<file path="config.mk">
export PLATFORM = sky130hd
export DESIGN_NAME = clk_divider_prog
export DESIGN_NICKNAME = d
export VERILOG_FILES = /design/src/rtl/clk_div_pkg.sv /design/src/rtl/clk_div_chan.sv /design/src/rtl/clk_divider_prog.sv
export SDC_FILE = /design/constraint.sdc
export NUM_CORES = 1
export LEC_CHECK = 0
export ABC_AREA = 1
export CAP_MARGIN = 20
export CORE_MARGIN = 2
export CORE_UTILIZATION = 50
export DETAILED_ROUTE_END_ITERATION = 6
export PLACE_DENSITY_LB_ADDON = 0.08
export SKIP_CTS_REPAIR_TIMING = 1
export SKIP_LAST_GASP = 1
export SYNTH_ARGS = -nofsm -noshare
export SYNTH_HDL_FRONTEND = slang
export SYNTH_SLANG_ARGS = --single-unit
</file>
<file path="constraint.sdc">
create_clock -name sys_clk -period 5.9 [get_ports sys_clk]
set_clock_uncertainty 0.05 [all_clocks]
set_input_delay 0.59 -clock sys_clk [delete_from_list [all_inputs] [get_ports sys_clk]]
set_output_delay 0.59 -clock sys_clk [all_outputs]
set_load 0.01 [all_outputs]
</file>
<file path="src/rtl/clk_div_pkg.sv">
// Shared constants and helpers for the programmable clock divider.
package clk_div_pkg;

  localparam int unsigned DEF_RATIO_C = 6;

  // Channel-select width, never narrower than one bit.
  function automatic int unsigned sel_width(input int unsigned n);
    return (n <= 1) ? 1 : $clog2(n);
  endfunction

  // First count value at which the square wave is high: N - floor(N/2).
  function automatic logic [31:0] hi_thr(input logic [31:0] n);
    return n - (n >> 1);
  endfunction

endpackage

</file>
<file path="src/rtl/clk_div_chan.sv">
// One divider channel: counter, active/pending ratio, and registered tick/square-wave outputs.
module clk_div_chan
  import clk_div_pkg::*;
#(
  parameter int unsigned CNT_W     = 16,
  parameter int unsigned DEF_RATIO = DEF_RATIO_C
) (
  input  logic             sys_clk,
  input  logic             sys_rst_n,
  input  logic             wr,
  input  logic [CNT_W-1:0] ratio,
  input  logic             sync_clr,
  output logic             tick,
  output logic             clk_out,
  output logic             pend
);

  logic [CNT_W-1:0] cnt, act_ratio, pend_ratio;
  logic [CNT_W-1:0] cnt_d, act_d, pend_ratio_d, thr_d;
  logic             pend_d, tick_d, clk_d, wrap;

  always_comb begin
    cnt_d        = cnt;
    act_d        = act_ratio;
    pend_ratio_d = pend_ratio;
    pend_d       = pend;
    // A disabled channel (N=0) is treated as wrapping every cycle, so a pending ratio lands on the next edge.
    wrap = (act_ratio == '0) || (cnt == act_ratio - CNT_W'(1));
    if (sync_clr || wrap) begin
      cnt_d = '0;
      if (pend) begin
        act_d  = pend_ratio;
        pend_d = 1'b0;
      end
    end else begin
      cnt_d = cnt + CNT_W'(1);
    end
    if (wr) begin
      pend_ratio_d = ratio;
      pend_d       = 1'b1;
    end
    thr_d  = CNT_W'(hi_thr(32'(act_d)));
    tick_d = !sync_clr && (act_d != '0) && (cnt_d == act_d - CNT_W'(1));
    clk_d  = !sync_clr && (act_d != '0) && (cnt_d >= thr_d);
  end

  always_ff @(posedge sys_clk or negedge sys_rst_n) begin
    if (!sys_rst_n) begin
      cnt        <= '0;
      act_ratio  <= CNT_W'(DEF_RATIO);
      pend_ratio <= '0;
      pend       <= 1'b0;
      tick       <= 1'b0;
      clk_out    <= 1'b0;
    end else begin
      cnt        <= cnt_d;
      act_ratio  <= act_d;
      pend_ratio <= pend_ratio_d;
      pend       <= pend_d;
      tick       <= tick_d;
      clk_out    <= clk_d;
    end
  end

endmodule

</file>
<file path="src/rtl/clk_divider_prog.sv">
// Multi-channel run-time programmable integer clock divider with global phase align.
module clk_divider_prog
  import clk_div_pkg::*;
#(
  parameter int unsigned CH_NUM    = 4,
  parameter int unsigned CNT_W     = 16,
  parameter int unsigned DEF_RATIO = DEF_RATIO_C,
  parameter int unsigned CH_W      = sel_width(CH_NUM)
) (
  input  logic              sys_clk,
  input  logic              sys_rst_n,
  input  logic              cfg_wr,
  input  logic [CH_W-1:0]   cfg_ch,
  input  logic [CNT_W-1:0]  cfg_ratio,
  input  logic              sync_clr,
  output logic [CH_NUM-1:0] tick,
  output logic [CH_NUM-1:0] clk_out,
  output logic [CH_NUM-1:0] pend
);

  logic [CH_NUM-1:0] wr_sel;

  // Selects at or beyond CH_NUM match no channel and are dropped.
  always_comb begin
    wr_sel = '0;
    for (int unsigned i = 0; i < CH_NUM; i++) begin
      wr_sel[i] = cfg_wr && (cfg_ch == CH_W'(i));
    end
  end

  for (genvar g = 0; g < CH_NUM; g++) begin : g_chan
    clk_div_chan #(
      .CNT_W    (CNT_W),
      .DEF_RATIO(DEF_RATIO)
    ) u_chan (
      .sys_clk  (sys_clk),
      .sys_rst_n(sys_rst_n),
      .wr       (wr_sel[g]),
      .ratio    (cfg_ratio),
      .sync_clr (sync_clr),
      .tick     (tick[g]),
      .clk_out  (clk_out[g]),
      .pend     (pend[g])
    );
  end

endmodule
</file>
### Word-level counts from Yosys, hierarchy flattened

Cells that the tools add are included.

| cells by class | value |
|---|---|
| $add $sub $neg | 16 |
| multiplexer cells | 20 |
| eq/ne operators | 11 |
| reduce and logical (&&, ||, !) cells | 38 |
| order comparisons | 4 |

Operators with widths:

| operator | count |
|---|---|
| $mux W16 | 12 |
| $eq A16 B16 Y1 | 8 |
| $sub A16 B1 Y16 const B | 8 |
| $add A16 B1 Y16 const B | 4 |
| $ge A16 B16 Y1 | 4 |
| $logic_not A16 Y1 | 4 |
| $reduce_bool A16 Y1 | 4 |
| $sub A16 B15 Y16 | 4 |
| $logic_and A1 B1 Y1 | 16 |
| $logic_or A1 B1 Y1 | 8 |
| $mux W1 | 8 |
| $reduce_bool A2 Y1 | 4 |
| $eq A2 B2 Y1 const B | 2 |
| $eq A2 B1 Y1 const B | 1 |
| $logic_not A2 Y1 | 1 |
| $logic_not A1 Y1 | 1 |

| word-level totals | value |
|---|---|
| logic and storage cells | 113 |
| register bits | 204 |
| output and inout bits | 12 |

### Longest topological paths before layout

| depth | value |
|---|---|
| depth after elaboration | 8 |
| mapped depth | 39 |
| depth with buffers taken out | 38 |

### Cells and area by module

Synthesis repeated with hierarchy kept, for this count alone.

| second synthesis, totals | value |
|---|---|
| cells, all modules | 3052 |
| area, all modules | 20121.8 µm² |

Modules (own cells, without submodules):

| module | times used | area an instance (µm²) | cells an instance | seq. area each (µm²) |
|---|---|---|---|---|
| clk_div_chan (g_chan[3].u_chan) | 1 | 5119.9 | 780 | 1278.7 |
| clk_div_chan (g_chan[2].u_chan) | 1 | 5103.6 | 787 | 1278.7 |
| clk_div_chan (g_chan[1].u_chan) | 1 | 4936.0 | 750 | 1278.7 |
| clk_div_chan (g_chan[0].u_chan) | 1 | 4932.2 | 727 | 1278.7 |
| clk_divider_prog | 1 | 30.0 | 8 | 0.0 |

### Least setup slack after synthesis

Ideal clock, no wire load.

| timing | value |
|---|---|
| kind | reg2reg |
| start | reg g_chan[2].u_chan.act_ratio[1] |
| end | reg g_chan[2].u_chan.clk_out |
| data arrival time | 5.156 ns |
| path buffers | 1 |
| cell stages (with the launch flop) | 37 |
| required time | 5.787 ns |
| library setup time | 0.063 ns |
| slack | 0.631 ns |
| path through | dfstp_2 > inv_1 > ha_1 > xnor2_1 > nor2_1 > nand2_1 > nor2_1 > nand3_1 > nor2_1 > nand2_1 > nor2_1 > nand3_2 > nand2_2 > nand2_1 > buf_2 > o21ai_0 > inv_1 > ha_1 > fa_1 > o31ai_1 > a21oi_1 > o21ai_0 > nand2_1 > nand2_1 > nand2_1 > nand2_1 > nand2_1 > o21ai_0 > nand3_1 > nand2_1 > xor2_1 > inv_1 > ha_1 > nand4_1 > o221ai_1 > nand2_1 > inv_1 |

| between the ends | value |
|---|---|
| cells in the longest elaborated chain, start to end | 8 |
| elaborated cells between the ends (all ways) | 13 |
| those cells by class | add/sub (2); order compare (1); eq/ne (1); mux (3); reduce/logical (6) |

RTL lines:

| element | RTL line | text |
|---|---|---|
| start: declaration | clk_div_chan.sv:18 | `logic [CNT_W-1:0] cnt, act_ratio, pend_ratio;` |
| start signal: assignment | clk_div_chan.sv:50 | `act_ratio <= CNT_W'(DEF_RATIO);` |
| start signal: assignment | clk_div_chan.sv:57 | `act_ratio <= act_d;` |
| $sub A16 B1 Y16 | clk_div_chan.sv:28 | `wrap = (act_ratio == '0) \|\| (cnt == act_ratio - CNT_W'(1));` |
| $eq A16 B16 Y1 | clk_div_chan.sv:28 |  |
| $logic_or A1 B1 Y1 | clk_div_chan.sv:28 |  |
| $logic_or A1 B1 Y1 | clk_div_chan.sv:29 | `if (sync_clr \|\| wrap) begin` |
| $mux W16 (*) | clk_div_chan.sv:29 |  |
| net g_chan[2].u_chan.act_d[1] | clk_div_chan.sv:19 | `logic [CNT_W-1:0] cnt_d, act_d, pend_ratio_d, thr_d;` |
| $sub A16 B15 Y16 or $reduce_bool A16 Y1 (tied branches) | clk_div_pkg.sv:13, clk_div_chan.sv:44 |  |
| $ge A16 B16 Y1 or $logic_and A1 B1 Y1 (tied branches) | clk_div_chan.sv:44 | `clk_d = !sync_clr && (act_d != '0) && (cnt_d >= thr_d);` |
| $logic_and A1 B1 Y1 (*) | clk_div_chan.sv:44 |  |
| net g_chan[2].u_chan.clk_d | clk_div_chan.sv:20 | `logic pend_d, tick_d, clk_d, wrap;` |
| end signal: assignment | clk_div_chan.sv:61 | `clk_out <= clk_d;` |
| end: declaration | clk_div_chan.sv:14 | `output logic clk_out,` |

Mark *: on every way through the listed nets, which the timed path passes. The rest lies on a longest branch.
A chain may end at the register's enable or synchronous reset.

### Final worst setup path

| timing | value |
|---|---|
| start | reg g_chan[0].u_chan.act_ratio[0] |
| end | reg g_chan[0].u_chan.clk_out |

| between the ends | value |
|---|---|
| cells in the longest elaborated chain, start to end | 8 |
| elaborated cells between the ends (all ways) | 13 |
| those cells by class | add/sub (2); order compare (1); eq/ne (1); mux (3); reduce/logical (6) |

RTL lines:

| element | RTL line |
|---|---|
| start: declaration | clk_div_chan.sv:18 |
| start signal: assignment | clk_div_chan.sv:50 |
| start signal: assignment | clk_div_chan.sv:57 |
| $sub A16 B1 Y16 | clk_div_chan.sv:28 |
| $eq A16 B16 Y1 | clk_div_chan.sv:28 |
| $logic_or A1 B1 Y1 (*) | clk_div_chan.sv:28 |
| $logic_or A1 B1 Y1 (*) | clk_div_chan.sv:29 |
| $mux W16 (*) | clk_div_chan.sv:29 |
| net g_chan[0].u_chan.act_d[1] | clk_div_chan.sv:19 |
| $sub A16 B15 Y16 or $reduce_bool A16 Y1 (tied branches) | clk_div_pkg.sv:13, clk_div_chan.sv:44 |
| $ge A16 B16 Y1 or $logic_and A1 B1 Y1 (tied branches) | clk_div_chan.sv:44 |
| $logic_and A1 B1 Y1 (*) | clk_div_chan.sv:44 |
| net g_chan[0].u_chan.clk_d | clk_div_chan.sv:20 |
| end signal: assignment | clk_div_chan.sv:61 |
| end: declaration | clk_div_chan.sv:14 |

Marks and branches as above.

==> impl_metrics.toml <==
[synthesis]
ys_seq_elements = 204
netlist_top_cells_area = "dfrtp_1 (25%), nand2_1 (14%), ha_1 (13%)"
yosys.cell_types.count = 61
synth.cell_area_um2 = 19400
synth.most_common_cell = "nand2_1"
async_flop_share_pct = 100
syn_area_per_cell_um2 = 6.85
synth_nets = 3061
yosysWarnings = 0
synth_top_cells_by_count = "nand2_1 (746), inv_1 (430), nand3_1 (241)"
synth_top_cell_by_area = "dfrtp_1"
synthCells = 2829
yosysSeqAreaShare_pct = 26.4
synth_edf_count = 0
synth_top_area_share_pct = 25.3
synthFlopType = "dfrtp_1"

[placed_design]
dp_cells = 3354
dpl-instance-area_um2 = 20200
dp_hpwl_mm = 42.7
place.gp.congestion = 0.925
port_buffers = 33

[timing]
finalSetupViolations = 0
finalMaxSlewViolations = 0
slew_headroom_pct = 28.9
holdWs_ns = 0.00745
finalCritPeriodShare_pct = 90.6
worst_pin_slew_ns = 1.06
fmax_ghz = 0.187
final-hold-violation-count = 0
period_needed_ns = 5.34

[setup_path]
arrival_ns = 5.73
r2r-start = "g_chan[0].u_chan.act_ratio[0]"
critPathMaxStageDelay_ns = 0.49
crit_family = "simple AND/OR/NAND/NOR gates"
end_kind = "register"
critPathMaxFanout = 7
crit_top_cell = "nand2_1"
worstSetupStartpoint = "g_chan[0].u_chan.act_ratio[0]"
cp_slowest_cell = "fa_1"
required_ns = 6.29
worstSetupPathType = "register to register"
cp-start-kind = "register"
crit_buf_inv = 3

[floorplanning]
initial_core_util_pct = 50.4
die_width_um = 201
io_pins = 34
die-area_um2 = 40300
coreArea_um2 = 38500
core.rowCount = 72
die_h_um = 201

[detailed_routing]
drc = 0
dr_wl_met2_mm = 25.3
first_iter_violations = 1113
via_per_inst = 5.23
drt-total-wl_mm = 54.2
via_count = 17800
top_layer_used = "met4"
dr_wl_met3_mm = 2.51
ant_nets = 0
wl_per_cell_um = 15.9
drt_first_pass_iters = 5
met1_length_mm = 24.9

[cts]
clock-sinks = 204
cts_root_buf = "clkbuf_16"
numCtsBuffers = 26
clock_latency_ns = 0.56
cts_buffer_depth = 3
cts.htree.levels = 1
clk_pin_slew_ns = 0.06
cts_tree = "done"

[layout]
design_area_um2 = 21300
final_core_util_pct = 55.3
layout.nets = 3099
insertedDiodeCount = 0
area_growth_pct = 9.81
fin_cells = 3405
drive_gt1_share_pct = 7.62

[power_and_ir_drop]
clkPwrFrac_pct = 22.8
vdd_ir_drop_max_v = 0.000205
power_density_nw_per_um2 = 339
total_power_w = 0.00721
power_frac_comb_pct = 52.2
power_switching_w = 0.00322
p_leak_nw = 11.2
p_int_w = 0.00399
p_sw_share_pct = 44.7
p_seq_share_pct = 25.0

[flow_run]
maxCapViolCount = 0

[global_routing]
overflow = 0
grt.total_usage_pct = 27.2
grt_max_degree = 99
grt_pass1_wl_mm = 89.6
grt_antenna_before_repair = 0
grt_pass1_vias = 17600

[outcome]
outcome = "complete, no violations"

[hold_path]
hold_path.class = "input port to asynchronous set/reset pin"
==> metal layers <==
layer,global-route usage (%),up-vias
met2,46.9,401
met4,7.72,0
met5,0,-
met1,36.3,8229
li1,-,9101
met3,2.48,79
==> final timing paths <==
kind                                                  end  slack [ns]  cells past startpoint
setup / recovery                 g_chan[0].u_chan.clk_out        0.56                     31
hold / removal                    g_chan[1].u_chan.cnt[2]       0.007                      1
setup reg to reg                 g_chan[0].u_chan.clk_out        0.56                     31
hold reg to reg            g_chan[2].u_chan.pend_ratio[0]        0.43                      2
max in group asynchronous        g_chan[3].u_chan.cnt[12]        4.39                      2
min in group sys_clk       g_chan[2].u_chan.pend_ratio[0]        0.43                      2
==> registers in the layout (all words and copies together) (netlist names) <==
register and cells:
g_chan.u_chan.pend 4, g_chan.u_chan.act_ratio 64, g_chan.u_chan.clk_out 4, g_chan.u_chan.tick 4, g_chan.u_chan.cnt 64, g_chan.u_chan.pend_ratio 64
==> cell usage in the layout (no fill, tap or decap), types with 11 or more instances in the layout <==
master           count
clkdlybuf4s50_1     32
inv_2               18
a21oi_1            109
clkbuf_16           27
xnor2_1             38
nor3_1              22
dfrtp_1            196
nand4_1             52
nand3_2             12
o21ai_1             21
nor2_4              11
buf_4               30
nand2_1            743
ha_1               205
o21ai_0            138
inv_1              429
nor2_2              19
nand3b_1            21
nand3_1            240
o21ai_2             15
nor2_1             235
nand2_2             25
o21bai_1            15
xor2_1             106
==> stage by stage <==
| stage | setup WS [ns] | TNS [ns] |
|---|---|---|
| after floorplan | 0.631 | 0 |
| after global placement | 0.224 | 0 |
| after detailed placement | 0.202 | 0 |
| after CTS | 0.172 | 0 |
| after global routing | -0.0492 | -0.0673 |
| final | 0.555 | 0 |
==> cell type report <==
cell class	instances	area, µm²
Clock buffer	38	747
Clock inverter	10	119
Fill cell	3810	17200
Inverter	450	1690
Multi-Input combinational cell	2117	12300
Sequential cell	204	5110
Tap cell	518	648
Timing Repair Buffer	68	653
==> cells by family (layout without fill, tap and decap cells) <==
group / count (synthesis) / after routing / share of synthesized area [%]
flops: 204 / 204 / 26.4
buf+inv: 508 / 566 / 10.6
mux: 7 / 7 / 0.400
fa+ha+maj: 210 / 210 / 13.7
simple gates: 1410 / 1410 / 32.1
xor+xnor: 148 / 148 / 6.98
compound gates: 342 / 342 / 9.79
==> power groups by stage <==
stage	combinational, W	sequential (W)	clock (W)
4_1_cts	0.00369	0.00180	0.00167
2_1_floorplan	0.00286	0.00174	0
6_report	0.00376	0.00180	0.00164
5_1_grt	0.00434	0.00183	0.00173
3_3_place_gp	0.00359	0.00182	0
3_5_place_dp	0.00366	0.00182	0
==> worst reg2reg max path, delay by kind of cell (launching register included) <==
| family | cells | cell delay, ns |
|---|---|---|
| simple gates | 12 | 1.50 |
| flops | 1 | 0.42 |
| buf+inv | 3 | 0.26 |
| fa+ha+maj | 4 | 1.21 |
| xor+xnor | 2 | 0.31 |
| compound gates | 10 | 1.48 |
Note: power is estimated with default switching activity, not from simulation.
